--- config.mk ---
export PLATFORM = sky130hd
export DESIGN_NAME = imem_access_ctrl
export DESIGN_NICKNAME = d
export VERILOG_FILES = /design/src/rtl/instr_pkg.sv /design/src/rtl/rr_arbiter.sv /design/src/rtl/imem_access_ctrl.sv
export SDC_FILE = /design/constraint.sdc
export NUM_CORES = 1
export LEC_CHECK = 0
export BUFFER_PORTS_ARGS = -buffer_cell sky130_fd_sc_hd__buf_4
export CAP_MARGIN = 5
export CORE_ASPECT_RATIO = 0.7
export CORE_MARGIN = 2
export CORE_UTILIZATION = 37
export CTS_CLUSTER_DIAMETER = 120
export DETAILED_ROUTE_END_ITERATION = 10
export GPL_ROUTABILITY_DRIVEN = 0
export PLACE_DENSITY = 0.77
export SYNTH_ARGS = -nofsm -noshare
export SYNTH_HDL_FRONTEND = slang
export SYNTH_SLANG_ARGS = --single-unit
--- constraint.sdc ---
create_clock -name clk -period 3.26 [get_ports clk]
set_input_delay 0.978 -clock clk [delete_from_list [all_inputs] [get_ports clk]]
set_output_delay 0.978 -clock clk [all_outputs]
set_load 0.05 [all_outputs]
--- src/rtl/instr_pkg.sv ---
// Shared instruction-format constants and controller state type for the
// instruction-memory access path.
package instr_pkg;

  localparam int OPCODE_W  = 5;
  localparam int OPERAND_W = 12;
  localparam int INSTR_W   = OPCODE_W + OPERAND_W;

  localparam logic [OPCODE_W-1:0] OP_LOAD  = 5'd1;
  localparam logic [OPCODE_W-1:0] OP_STORE = 5'd2;
  localparam logic [OPCODE_W-1:0] OP_ADD   = 5'd3;
  localparam logic [OPCODE_W-1:0] OP_JMP   = 5'd16;
  localparam logic [OPCODE_W-1:0] OP_NOP   = 5'd28;
  localparam logic [OPCODE_W-1:0] OP_HALT  = 5'd31;

  // Returned to a core that fetched from a non-existent address.
  localparam logic [INSTR_W-1:0] NOP_INSTR = {OP_NOP, {OPERAND_W{1'b0}}};

  typedef enum logic [1:0] {
    ST_RUN,
    ST_DRAIN,
    ST_LOAD
  } ctrl_state_e;

endpackage

--- src/rtl/rr_arbiter.sv ---
// Round-robin priority picker: the search starts at ptr_i and wraps, so the
// first requesting index at or after the pointer wins.
module rr_arbiter #(
  parameter int N     = 4,
  parameter int IDX_W = $clog2(N)
) (
  input  logic [N-1:0]     req_i,
  input  logic [IDX_W-1:0] ptr_i,
  output logic [N-1:0]     gnt_o,
  output logic [IDX_W-1:0] idx_o,
  output logic             valid_o
);

  // Walk all N positions from the pointer and latch the first request seen.
  always_comb begin
    int pos;
    pos     = 0;
    gnt_o   = '0;
    idx_o   = '0;
    valid_o = 1'b0;
    for (int k = 0; k < N; k++) begin
      pos = int'(ptr_i) + k;
      if (pos >= N) pos = pos - N;
      if (!valid_o && req_i[pos]) begin
        valid_o    = 1'b1;
        gnt_o[pos] = 1'b1;
        idx_o      = IDX_W'(pos);
      end
    end
  end

endmodule

--- src/rtl/imem_access_ctrl.sv ---
// Owner of the single instruction-memory port: round-robin core fetches in
// RUN, a one-cycle DRAIN to let the last read return, and LOAD where the host
// writes program words while the cores are locked out.
module imem_access_ctrl #(
  parameter int NUM_CORES = 4,
  parameter int ADDR_W    = 12,
  parameter int INSTR_W   = instr_pkg::INSTR_W,
  parameter int MEM_DEPTH = 2048
) (
  input  logic                        clk,
  input  logic                        rst_n,
  input  logic [NUM_CORES-1:0]        core_req,
  input  logic [NUM_CORES*ADDR_W-1:0] core_addr,
  output logic [NUM_CORES-1:0]        core_gnt,
  output logic [NUM_CORES-1:0]        core_rvalid,
  output logic [INSTR_W-1:0]          core_rdata,
  input  logic                        ld_session,
  output logic                        ld_ready,
  input  logic                        ld_wr,
  input  logic [ADDR_W-1:0]           ld_addr,
  input  logic [INSTR_W-1:0]          ld_data,
  output logic                        ld_err,
  output logic                        mem_read_en,
  output logic                        mem_write_en,
  output logic [ADDR_W-1:0]           mem_addr,
  output logic [INSTR_W-1:0]          mem_wdata,
  input  logic [INSTR_W-1:0]          mem_rdata
);
  import instr_pkg::*;

  localparam int IDX_W = $clog2(NUM_CORES);
  localparam logic [ADDR_W:0] DEPTH_LIM = (ADDR_W+1)'(MEM_DEPTH);

  ctrl_state_e        state_q, state_d;
  logic [IDX_W-1:0]   rr_ptr_q, rr_ptr_d;
  logic               tag_valid_q, tag_valid_d;
  logic [IDX_W-1:0]   tag_idx_q, tag_idx_d;
  logic               tag_oor_q, tag_oor_d;
  logic [INSTR_W-1:0] rdata_q, rdata_d;

  logic [ADDR_W-1:0]    addr_arr [NUM_CORES];
  logic [NUM_CORES-1:0] arb_gnt;
  logic [IDX_W-1:0]     arb_idx;
  logic                 arb_valid;
  logic                 read_oor;
  logic                 ld_oor;

  // Split the flat address bus into one address per core.
  always_comb begin
    for (int i = 0; i < NUM_CORES; i++) begin
      addr_arr[i] = core_addr[i*ADDR_W +: ADDR_W];
    end
  end

  rr_arbiter #(
    .N     (NUM_CORES),
    .IDX_W (IDX_W)
  ) u_arb (
    .req_i   (core_req),
    .ptr_i   (rr_ptr_q),
    .gnt_o   (arb_gnt),
    .idx_o   (arb_idx),
    .valid_o (arb_valid)
  );

  // Mode sequencing plus the memory-port mux; everything is held at zero while
  // rst_n is low so a requesting core sees no grant during reset.
  always_comb begin
    state_d      = state_q;
    rr_ptr_d     = rr_ptr_q;
    tag_valid_d  = 1'b0;
    tag_idx_d    = '0;
    tag_oor_d    = 1'b0;
    core_gnt     = '0;
    mem_read_en  = 1'b0;
    mem_write_en = 1'b0;
    mem_addr     = '0;
    mem_wdata    = '0;
    ld_ready     = 1'b0;
    ld_err       = 1'b0;
    read_oor     = ({1'b0, addr_arr[arb_idx]} >= DEPTH_LIM);
    ld_oor       = ({1'b0, ld_addr} >= DEPTH_LIM);
    if (rst_n) begin
      unique case (state_q)
        ST_RUN: begin
          if (ld_session) begin
            state_d = ST_DRAIN;
          end else if (arb_valid) begin
            core_gnt    = arb_gnt;
            mem_read_en = 1'b1;
            mem_addr    = addr_arr[arb_idx];
            rr_ptr_d    = (arb_idx == IDX_W'(NUM_CORES-1)) ? '0 : arb_idx + IDX_W'(1);
            tag_valid_d = 1'b1;
            tag_idx_d   = arb_idx;
            tag_oor_d   = read_oor;
          end
        end
        ST_DRAIN: state_d = ld_session ? ST_LOAD : ST_RUN;
        ST_LOAD: begin
          ld_ready = 1'b1;
          if (!ld_session) state_d = ST_RUN;
        end
        default: state_d = ST_RUN;
      endcase
      if (ld_wr) begin
        if (state_q == ST_LOAD && !ld_oor) begin
          mem_write_en = 1'b1;
          mem_addr     = ld_addr;
          mem_wdata    = ld_data;
        end else begin
          ld_err = 1'b1;
        end
      end
    end
  end

  // Deliver the fetch granted last cycle; otherwise keep showing the last word.
  always_comb begin
    core_rvalid = '0;
    core_rdata  = rdata_q;
    if (tag_valid_q) begin
      core_rvalid[tag_idx_q] = 1'b1;
      core_rdata             = tag_oor_q ? NOP_INSTR : mem_rdata;
    end
    rdata_d = core_rdata;
  end

  // State, pointer and read-tag registers; reset drops any read in flight.
  always_ff @(posedge clk or negedge rst_n) begin
    if (!rst_n) begin
      state_q     <= ST_RUN;
      rr_ptr_q    <= '0;
      tag_valid_q <= 1'b0;
      tag_idx_q   <= '0;
      tag_oor_q   <= 1'b0;
      rdata_q     <= '0;
    end else begin
      state_q     <= state_d;
      rr_ptr_q    <= rr_ptr_d;
      tag_valid_q <= tag_valid_d;
      tag_idx_q   <= tag_idx_d;
      tag_oor_q   <= tag_oor_d;
      rdata_q     <= rdata_d;
    end
  end

endmodule
==> results of run 1 <==
[what timing repair did]
| action | 4_1_cts | 5_1_grt |
|---|---|---|
| gates cloned | 1 | 0 |
| hold endpoints to repair | 0 | 0 |
| setup endpoints to repair | 16 | 18 |
| gates resized for setup | 57 | 17 |
| setup buffers | 3 | 2 |
| pin swaps | 2 | 9 |
[cells by family after synthesis]
kind of cell / synth area share
compound gates: 0.194
xor+xnor: 0.00416
fa+ha+maj: 0.0238
buf+inv: 0.0986
flops: 0.297
mux: 0.178
simple gates: 0.204
[layout make-up]
class                      count  area (sq um)
fill                         344          1100
sequential                    25           627
multi-input combinational    179          1780
clock inverter                 1          7.51
timing repair buffer         196          1640
tap                           72          90.1
clock buffer                   3          41.3
inverter                      21          78.8
[sequential cells by signal, summed over array words and instances (netlist names)]
signal,count
rr_ptr_q,2
tag_oor_q,1
tag_idx_q,2
state_q,2
rdata_q,17
tag_valid_q,1
[per-layer routing]
metal  part of all wire  vias up
met5                  0        -
met4             0.0068        0
met3              0.087        6
met2               0.52      108
met1               0.39     1149
li1                   -     1234
[critical path, stage by stage]
cell	delay (ns)
buf_6	0.10
mux4_2	0.51
nor2_4	0.12
o21ai_2	0.07
o21ai_4	0.22
buf_6	0.15
buf_12	0.14
mux2i_2	0.28
o221ai_4	0.14
buf_6	0.17
[per-stage QoR]
step | util | setup TNS [ns]
floorplan | - | -6.21
global placement | 0.716 | -7.06
detailed placement | 0.716 | -8.24
CTS | 0.786 | -7.36
global route | 0.794 | -8.53
finish | 0.794 | -7.77
[path summary, 6_finish.rpt]
kind,start,endpoint,depth (start not counted)
setup / recovery,core_req[1],mem_addr[10],10
hold / removal,rst_n,rdata_q[10]$_DFF_PN0_,1
setup reg to reg,rr_ptr_q[1]$_DFFE_PN0P_,tag_oor_q$_DFF_PN0_,11
hold reg to reg,rdata_q[14]$_DFF_PN0_,rdata_q[14]$_DFF_PN0_,1
max in group asynchronous,rst_n,rr_ptr_q[0]$_DFFE_PN0P_,2
min in group clk,rdata_q[14]$_DFF_PN0_,rdata_q[14]$_DFF_PN0_,1
[where the power goes]
| part | leakage, nW | internal [mW] | switching [mW] | total [mW] |
|---|---|---|---|---|
| registers | 0.310 | 0.434 | 0.0553 | 0.489 |
| logic | 1.64 | 1.34 | 1.62 | 2.97 |
| clock network | 0.0217 | 0.0867 | 0.101 | 0.188 |
[cell usage in the layout, fill, tap and decap left out, types with 2 or more instances in the layout]
cell,instances
nor3b_1,2
and3b_1,2
ha_1,3
a22oi_1,2
clkbuf_8,3
nand2b_1,3
nand2_2,2
a21oi_1,4
and2_1,17
dfrtp_1,24
mux2i_4,13
o21ai_2,2
nand2_1,26
a22oi_2,4
buf_4,164
mux2i_1,6
nor3_1,2
nand3b_1,2
o21ai_0,7
mux2i_2,11
a221oi_2,3
inv_1,19
buf_12,5
o221ai_4,11
inv_2,2
o22a_1,3
nor2_4,2
mux4_2,2
buf_6,26
nor2_1,13
nor2b_1,2
o21ai_1,13
==> flow_metrics.env, run 1 <==
export IMPL_synth_async_reset_ratio=1.00
export IMPL_dieArea_sq_um=6320
export IMPL_areaGrowthSynthToFinish_pct=102
export IMPL_place_hpwl_mm=6.17
export IMPL_ioPinCount=160
export IMPL_drt_pass1_iterations=4
export IMPL_num_vias=2497
export IMPL_initial_core_util=0.392
export IMPL_drv_slew=0
export IMPL_synth_seq_area_share=0.297
export IMPL_drc_errors=0
export IMPL_grt_use_met3=0.0724
export IMPL_wl_mm=8.03
export IMPL_synth_edff_count=0
export IMPL_fin_cells=497
export IMPL_die_x_um=94.2
export IMPL_fin_nets=532
export IMPL_setup_viol=16
export IMPL_post_place_ws_ns=-0.644
export IMPL_rsz0062_at_grt="true"
export IMPL_finalCriticalPeriod_ns=3.86
export IMPL_finalCritPeriodShare=1.19
export IMPL_synth_top_area_cell="dfrtp_1"
export IMPL_clockBufferDepth=2
export IMPL_maxCapViolations=0
export IMPL_tritoncts="done"
export IMPL_failed_checks="negative setup slack"
export IMPL_grt_max_degree=27
export IMPL_regToRegSetupSlack_ns=0.73
export IMPL_grt_pass1_vias=2497
export IMPL_ys_warnings_count=0
export IMPL_die_h_um=67.1
export IMPL_grt_pass1_wl_mm=12.0
export IMPL_drt_iter0_markers=129
export IMPL_top_usage_layer="met2"
export IMPL_fin_ws_ns=-0.605
export IMPL_finClkSkew_ns=0.00367
export IMPL_crit_type="input port to primary output"
export IMPL_hold_path_class="input port to asynchronous set/reset pin"
export IMPL_cp_end_kind="primary output"
export IMPL_cts_sinks=25
export IMPL_antenna_found_initial=0
export IMPL_avgViaCountPerCell=5.02
export IMPL_p_total_mw=3.64
export IMPL_tightest_slew_ns=0.371
export IMPL_h_tree_depth=1
export IMPL_grt_use_total=0.247
export IMPL_netlist_top_cells_area="dfrtp_1, mux2i_1, and2_1, nand2_1, o221ai_1"
export IMPL_grt_overflow=0
export IMPL_synth_main_ff_cell="dfrtp_1"
export IMPL_postRouteAntennaNets=0
export IMPL_grtUsageMet1=0.287
export IMPL_clockRootBuffer="clkbuf_8"
export IMPL_clk_latency_ns=0.27
export IMPL_cp_start_kind="input port"
export IMPL_placedCellCount=491
export IMPL_synth_seq_cells=25
export IMPL_synth_area_sq_um=2110
export IMPL_yosysTopAreaCellShare=0.297
export IMPL_wire_per_inst_um=16.2
export IMPL_whs_ns=0.512
export IMPL_status="finished, violations left"
export IMPL_clk_pin_slew_ns=0.09
export IMPL_syn_num_nets=348
export IMPL_max_slew_margin=0.750
export IMPL_rows=22
export IMPL_num_antenna_cells=0
export IMPL_syn_avg_cell_area_sq_um=8.70
export IMPL_stdcell_area_sq_um=4260
export IMPL_netlist_instances=242
export IMPL_path_max_fanout=8
export IMPL_fp_coreArea_sq_um=5370
export IMPL_p_leak_nw=1.97
export IMPL_hold_buffers=0
export IMPL_pwr_density_cell_nw_per_um2=854
export IMPL_numPortBuffers=159
export IMPL_met2_usage=0.454
export IMPL_drive_above_1_share=0.621
export IMPL_required_ns=2.28
export IMPL_ir_worst_vdd_uv=379
export IMPL_synth_common_cells="mux2i_1, nand2_1, dfrtp_1, inv_1, and2_1"
export IMPL_cp_arrival_ns=2.89
export IMPL_placed_area_sq_um=3840
export IMPL_cts_buffers=3
export IMPL_fmax_mhz=259
export IMPL_synth_cell_types=46
export IMPL_hold_viol=0
Note: power is estimated with default switching activity, not from simulation.
==> inputs of run 2 (changes only) <==
Settings changed: BUFFER_PORTS_ARGS -buffer_cell sky130_fd_sc_hd__buf_4 to default, CORE_UTILIZATION 37 to 58, DONT_BUFFER_PORTS from default to 1, HOLD_SLACK_MARGIN from default to 0.08, PLACE_DENSITY 0.77 to 0.75.
==> run 2 against run 1 <==
  * The flow now stops in 4_1_cts
  * Synthesized cell count unchanged
  * Area after synthesis unchanged
==> flow_metrics.env, run 2 <==
export IMPL_syn_avg_cell_area_sq_um=8.70
export IMPL_clockBufferDepth=2
export IMPL_hold_buffers=0
export IMPL_die_h_um=54.4
export IMPL_postCtsSetupRepairBufs=3
export IMPL_synth_common_cells="mux2i_1, nand2_1, dfrtp_1, inv_1, and2_1"
export IMPL_placed_area_sq_um=3120
export IMPL_h_tree_depth=1
export IMPL_synth_cell_types=46
export IMPL_initial_core_util=0.603
export IMPL_failing_step="4_1_cts"
export IMPL_synth_async_reset_ratio=1.00
export IMPL_status="aborted with a tool error"
export IMPL_cts_resized=52
export IMPL_synth_main_ff_cell="dfrtp_1"
export IMPL_placedCellCount=340
export IMPL_cts_sinks=25
export IMPL_netlist_instances=242
export IMPL_netlist_top_cells_area="dfrtp_1, mux2i_1, and2_1, nand2_1, o221ai_1"
export IMPL_tool_error="[ERROR DPL-0038] Utilization greater than 100%, impossible to legalize"
export IMPL_ioPinCount=160
export IMPL_synth_seq_area_share=0.297
export IMPL_place_hpwl_mm=5.88
export IMPL_clockRootBuffer="clkbuf_8"
export IMPL_rows=18
export IMPL_ys_warnings_count=0
export IMPL_synth_seq_cells=25
export IMPL_numPortBuffers=0
export IMPL_syn_num_nets=348
export IMPL_die_x_um=76.0
export IMPL_synth_top_area_cell="dfrtp_1"
export IMPL_synth_area_sq_um=2110
export IMPL_synth_edff_count=0
export IMPL_cts_buffers=3
export IMPL_yosysTopAreaCellShare=0.297
==> run 2: metrics by stage <==
| step | worst slack, ns | util | TNS [ns] | hold WS [ns] |
|---|---|---|---|---|
| 3_5_place_dp | -0.432 | 0.893 | -5.51 | 0.596 |
| 3_3_place_gp | -0.366 | 0.893 | -4.65 | 0.568 |
| 2_1_floorplan | -0.430 | - | -6.21 | 0.554 |
==> run 2: cells by family after synthesis <==
family | count (synthesis) | share of synthesized area
muxes | 34 | 0.178
adders and majority gates | 4 | 0.0238
DFF | 25 | 0.297
xor gates and xnor gates | 1 | 0.00416
and+or+nand+nor | 82 | 0.204
buffers and inverters | 38 | 0.0986
AOI/OAI and AO/OA | 58 | 0.194
==> inputs of run 3 (changes only) <==
Settings changed: CORE_ASPECT_RATIO 0.7 to default, CORE_UTILIZATION 58 to 40, CTS_CLUSTER_DIAMETER 120 to default, HOLD_SLACK_MARGIN 0.08 to default, PLACE_DENSITY 0.75 to default, PLACE_DENSITY_LB_ADDON from default to 0.15.
Clock period 3.26 ns to 4.2 ns, I/O delays scaled along.
==> run 3 against run 2 <==
  * The flow now finishes, with violations (negative setup slack)
==> flow_metrics.env, run 3 (same netlist as run 1, synthesis figures left out) <==
export IMPL_setup_viol=12
export IMPL_r2r_start="rr_ptr_q[0]$_DFFE_PN0P_"
export IMPL_grt_max_degree=32
export IMPL_wire_per_inst_um=17.5
export IMPL_wl_met2_mm=3.19
export IMPL_top_layer_used="met4"
export IMPL_antenna_found_initial=0
export IMPL_tritoncts="done"
export IMPL_areaGrowthSynthToFinish_pct=34.9
export IMPL_required_ns=2.94
export IMPL_avgViaCountPerCell=5.61
export IMPL_hold_path_startpoint="rr_ptr_q[0]$_DFFE_PN0P_"
export IMPL_dieArea_sq_um=5860
export IMPL_whs_ns=0.607
export IMPL_tightest_slew_ns=1.03
export IMPL_wl_mm=5.81
export IMPL_worstReg2RegEnd="tag_oor_q$_DFF_PN0_"
export IMPL_hold_path_class="flip-flop to flip-flop"
export IMPL_final_util=0.556
export IMPL_drt_pass1_iterations=5
export IMPL_setup_tns_ns=-0.463
export IMPL_postRouteAntennaNets=0
export IMPL_ir_worst_vdd_uv=381
export IMPL_hold_end="rr_ptr_q[0]$_DFFE_PN0P_"
export IMPL_final_common_cell="nand2_1"
export IMPL_finalCriticalPeriod_ns=4.26
export IMPL_place_hpwl_mm=4.47
export IMPL_clockBufferDepth=2
export IMPL_drv_slew=0
export IMPL_placedCellCount=324
export IMPL_rr_worst_depth=10
export IMPL_grt_use_total=0.193
export IMPL_clockRootBuffer="clkbuf_8"
export IMPL_h_tree_depth=1
export IMPL_grt_overflow=0
export IMPL_cp_start_kind="input port"
export IMPL_max_slew_margin=0.306
export IMPL_met3_length_um=491
export IMPL_num_antenna_cells=0
export IMPL_finalCritPeriodShare=1.01
export IMPL_drc_errors=0
export IMPL_cts_sinks=25
export IMPL_largest_reg_flops=17
export IMPL_wl_met1_mm=2.10
export IMPL_status="finished, violations left"
export IMPL_failed_checks="negative setup slack"
export IMPL_initial_core_util=0.412
export IMPL_p_leak_nw=1.14
export IMPL_die_h_um=76.6
export IMPL_numPortBuffers=0
export IMPL_fin_nets=369
export IMPL_crit_type="input port to primary output"
export IMPL_pwr_density_cell_nw_per_um2=834
export IMPL_finClkSkew_ns=0.00220
export IMPL_fmax_mhz=235
export IMPL_maxCapViolations=0
export IMPL_hold_viol=0
export IMPL_regMostFlops="rdata_q"
export IMPL_fin_cells=332
export IMPL_num_fill_cells=462
export IMPL_grt_pass1_wl_mm=9.24
export IMPL_drt_iter0_markers=94
export IMPL_whs_path_depth=2
export IMPL_cp_end_kind="primary output"
export IMPL_drive_above_1_share=0.328
export IMPL_cp_arrival_ns=3.00
export IMPL_cts_buffers=3
export IMPL_regToRegSetupSlack_ns=1.76
export IMPL_num_vias=1861
export IMPL_hold_buffers=0
export IMPL_clk_pin_slew_ns=0.08
export IMPL_ioPinCount=160
export IMPL_fp_coreArea_sq_um=5110
export IMPL_fin_ws_ns=-0.0614
export IMPL_clk_latency_ns=0.26
export IMPL_rsz0062_at_grt="true"
export IMPL_final_cell_mix="nand2_1, dfrtp_1, buf_4"
export IMPL_path_max_fanout=11
export IMPL_die_x_um=76.6
export IMPL_rows=26
export IMPL_grt_pass1_vias=1841
run 3: repair_timing:
item	CTS	global route
buffers inserted	1	10
gates resized for setup	10	19
pin swaps	2	11
endpoints found under the setup margin	11	12
gates cloned	0	2
run 3: per-layer routing:
layer / track usage / vias to the layer above
met1: 0.218 / 866
met3: 0.0545 / 2
met2: 0.362 / 96
li1: - / 897
met5: 0 / -
met4: 0.0327 / 0
run 3: critical path, cell delays in order:
cell,delay [ns]
mux4_2,0.52
o21ai_1,0.25
o21ai_4,0.08
buf_12,0.15
clkbuf_16,0.17
mux2i_2,0.16
o221ai_4,0.40
run 3: layout make-up:
cell class / count / area [sq um] / share of cell area
multi-input cells: 179 / 1630 / 0.575
clock buffers: 4 / 45.0 / 0.0159
well taps: 70 / 87.6 / 0.0308
repair buffers: 33 / 370 / 0.130
inverters: 21 / 78.8 / 0.0278
flip-flops and latches: 25 / 626 / 0.220
run 3: how the worst max path moves through the flow:
stage / cells after the start / endpoint / start
after floorplan: 9 / mem_addr[10] / core_req[2]
after global placement: 7 / mem_addr[10] / core_req[1]
after detailed placement: 7 / mem_addr[0] / core_req[1]
after CTS: 8 / mem_addr[11] / core_req[1]
after global routing: 8 / mem_addr[8] / core_req[1]
final: 7 / mem_addr[8] / core_req[2]
run 3: metrics by stage:
step / area [sq um] / setup WS, ns / power (mW)
finish: 2840 / -0.0614 / 2.37
global route: 2840 / -0.123 / 2.51
CTS: 2670 / -0.0488 / 2.13
detailed placement: 2580 / -0.138 / 1.93
global placement: 2580 / -0.0638 / 1.91
floorplan: 2330 / -0.0248 / 1.72
run 3: power by group:
part | internal [mW] | leakage, nW | switching [mW]
clock | 0.0677 | 0.0228 | 0.0709
sequential | 0.337 | 0.311 | 0.0389
combinational | 0.757 | 0.810 | 1.10
total | 1.16 | 1.14 | 1.21
==> inputs of run 4 (changes only) <==
Settings changed: CORE_UTILIZATION 40 to 30.
==> run 4 against run 3 <==
  * The flow still finishes with violations (negative setup slack)
  * Critical path type unchanged
  * Power grew 8.3%
  * Die area rose by 31%
  * Critical endpoint is now mem_addr[7]
  * Clock power barely moved
  * Clock skew increased by 0.0056 ns
  * Via count increased by 3.1%
==> flow_metrics.env, run 4 (same netlist as run 1, synthesis figures left out) <==
export IMPL_finalCritPeriodShare=1.02
export IMPL_clockRootBuffer="clkbuf_8"
export IMPL_final_util=0.500
export IMPL_grt_use_met3=0.0434
export IMPL_status="finished, violations left"
export IMPL_drt_iter0_markers=87
export IMPL_wl_mm=6.30
export IMPL_fin_ws_ns=-0.0799
export IMPL_drt_pass1_iterations=4
export IMPL_finClkSkew_ns=0.00779
export IMPL_initial_core_util=0.310
export IMPL_antenna_found_initial=0
export IMPL_h_tree_depth=1
export IMPL_grt_pass1_vias=1871
export IMPL_cp_end_kind="primary output"
export IMPL_grt_use_total=0.151
export IMPL_r2r_start="rr_ptr_q[0]$_DFFE_PN0P_"
export IMPL_num_vias=1919
export IMPL_cts_buffers=3
export IMPL_clk_latency_ns=0.26
export IMPL_required_ns=2.94
export IMPL_p_total_mw=2.56
export IMPL_p_leak_nw=1.33
export IMPL_wire_per_inst_um=16.4
export IMPL_hold_path_class="flip-flop to flip-flop"
export IMPL_tritoncts="done"
export IMPL_place_hpwl_mm=5.02
export IMPL_crit_type="input port to primary output"
export IMPL_clockBufferDepth=2
export IMPL_hold_viol=0
export IMPL_cp_start_kind="input port"
export IMPL_path_max_fanout=12
export IMPL_areaGrowthSynthToFinish_pct=61.2
export IMPL_drive_above_1_share=0.408
export IMPL_cp_startpoint="core_req[1]"
export IMPL_largest_reg_flops=17
export IMPL_stdcell_area_sq_um=3390
export IMPL_finalCriticalPeriod_ns=4.28
export IMPL_dieArea_sq_um=7710
export IMPL_critPathCapture="mem_addr[7]"
export IMPL_drv_slew=0
export IMPL_rows=30
export IMPL_top_usage_layer="met2"
export IMPL_regMostFlops="rdata_q"
export IMPL_ioPinCount=160
export IMPL_placed_area_sq_um=3060
export IMPL_hold_buffers=0
export IMPL_max_slew_margin=0.303
export IMPL_rsz0062_at_grt="true"
export IMPL_numPortBuffers=0
export IMPL_avgViaCountPerCell=5.01
export IMPL_clk_pin_slew_ns=0.08
export IMPL_setup_viol=12
export IMPL_ir_worst_vdd_uv=475
export IMPL_num_antenna_cells=0
export IMPL_rr_worst_depth=10
export IMPL_tightest_slew_ns=1.04
export IMPL_regToRegSetupSlack_ns=1.69
export IMPL_die_h_um=87.8
export IMPL_cp_arrival_ns=3.02
export IMPL_final_cell_mix="buf_4, buf_12, nand2_1"
export IMPL_grt_overflow=0
export IMPL_cts_sinks=25
export IMPL_drc_errors=0
export IMPL_grt_pass1_wl_mm=9.37
export IMPL_worstReg2RegEnd="rr_ptr_q[1]$_DFFE_PN0P_"
export IMPL_postRouteAntennaNets=0
export IMPL_met2_usage=0.273
export IMPL_fin_cells=383
export IMPL_maxCapViolations=0
export IMPL_grtUsageMet1=0.182
export IMPL_fmax_mhz=234
export IMPL_grt_max_degree=32
export IMPL_placedCellCount=375
export IMPL_fin_nets=394
export IMPL_failed_checks="negative setup slack"
export IMPL_die_x_um=87.8
export IMPL_fp_coreArea_sq_um=6790
export IMPL_pwr_density_cell_nw_per_um2=756
## run 4: worst min path at each step
stage	cells past startpoint	to	startpoint	slack [ns]
after CTS	2	rr_ptr_q[0]$_DFFE_PN0P_	rr_ptr_q[0]$_DFFE_PN0P_	0.60
final	2	rr_ptr_q[0]$_DFFE_PN0P_	rr_ptr_q[0]$_DFFE_PN0P_	0.59
after detailed placement	2	rr_ptr_q[0]$_DFFE_PN0P_	rr_ptr_q[0]$_DFFE_PN0P_	0.58
after global placement	2	rr_ptr_q[0]$_DFFE_PN0P_	rr_ptr_q[0]$_DFFE_PN0P_	0.57
after floorplan	1	state_q[1]$_DFFE_PN0P_	state_q[1]$_DFFE_PN0P_	0.55
after global routing	0	rdata_q[4]$_DFF_PN0_	rst_n	0.66
## run 4: final cells by class
cell class	count	area, sq um
Clock buffer	3	41.3
Clock inverter	1	5.00
Fill cell	601	3400
Inverter	21	78.8
Multi-Input combinational cell	179	1730
Sequential cell	25	626
Tap cell	96	120
Timing Repair Buffer	58	792
## run 4: worst max-delay path, cell delays in order
cell,delay [ns]
mux4_2,0.48
nor2b_4,0.15
o21ai_2,0.17
o21ai_4,0.09
buf_12,0.15
buf_12,0.15
mux2i_2,0.16
o221ai_4,0.39
## run 4: through the flow
| stage | setup TNS (ns) | hold slack, ns | worst slack [ns] |
|---|---|---|---|
| 6_report | -0.698 | 0.592 | -0.0799 |
| 5_1_grt | -1.37 | 0.657 | -0.139 |
| 4_1_cts | -0.328 | 0.604 | -0.0478 |
| 3_5_place_dp | -1.97 | 0.582 | -0.206 |
| 3_3_place_gp | -1.57 | 0.565 | -0.164 |
| 2_1_floorplan | -0.163 | 0.554 | -0.0248 |
## run 4: power breakdown
part	total (mW)	internal [mW]	switching, mW
Combinational	2.05	0.894	1.16
Clock	0.140	0.0662	0.0743
Sequential	0.375	0.337	0.0377
## run 4: metal layers
| metal | routed length [um] | vias up | share of wire |
|---|---|---|---|
| li1 | - | 950 | - |
| met3 | 570 | 2 | 0.090 |
| met5 | 0 | - | 0 |
| met1 | 2480 | 870 | 0.39 |
| met2 | 3220 | 97 | 0.51 |
| met4 | 25 | 0 | 0.0040 |
## run 4: timing repair
action,CTS,global route
buffers inserted,4,1
setup endpoints to repair,12,13
resized for setup,33,12
pin swaps,1,2
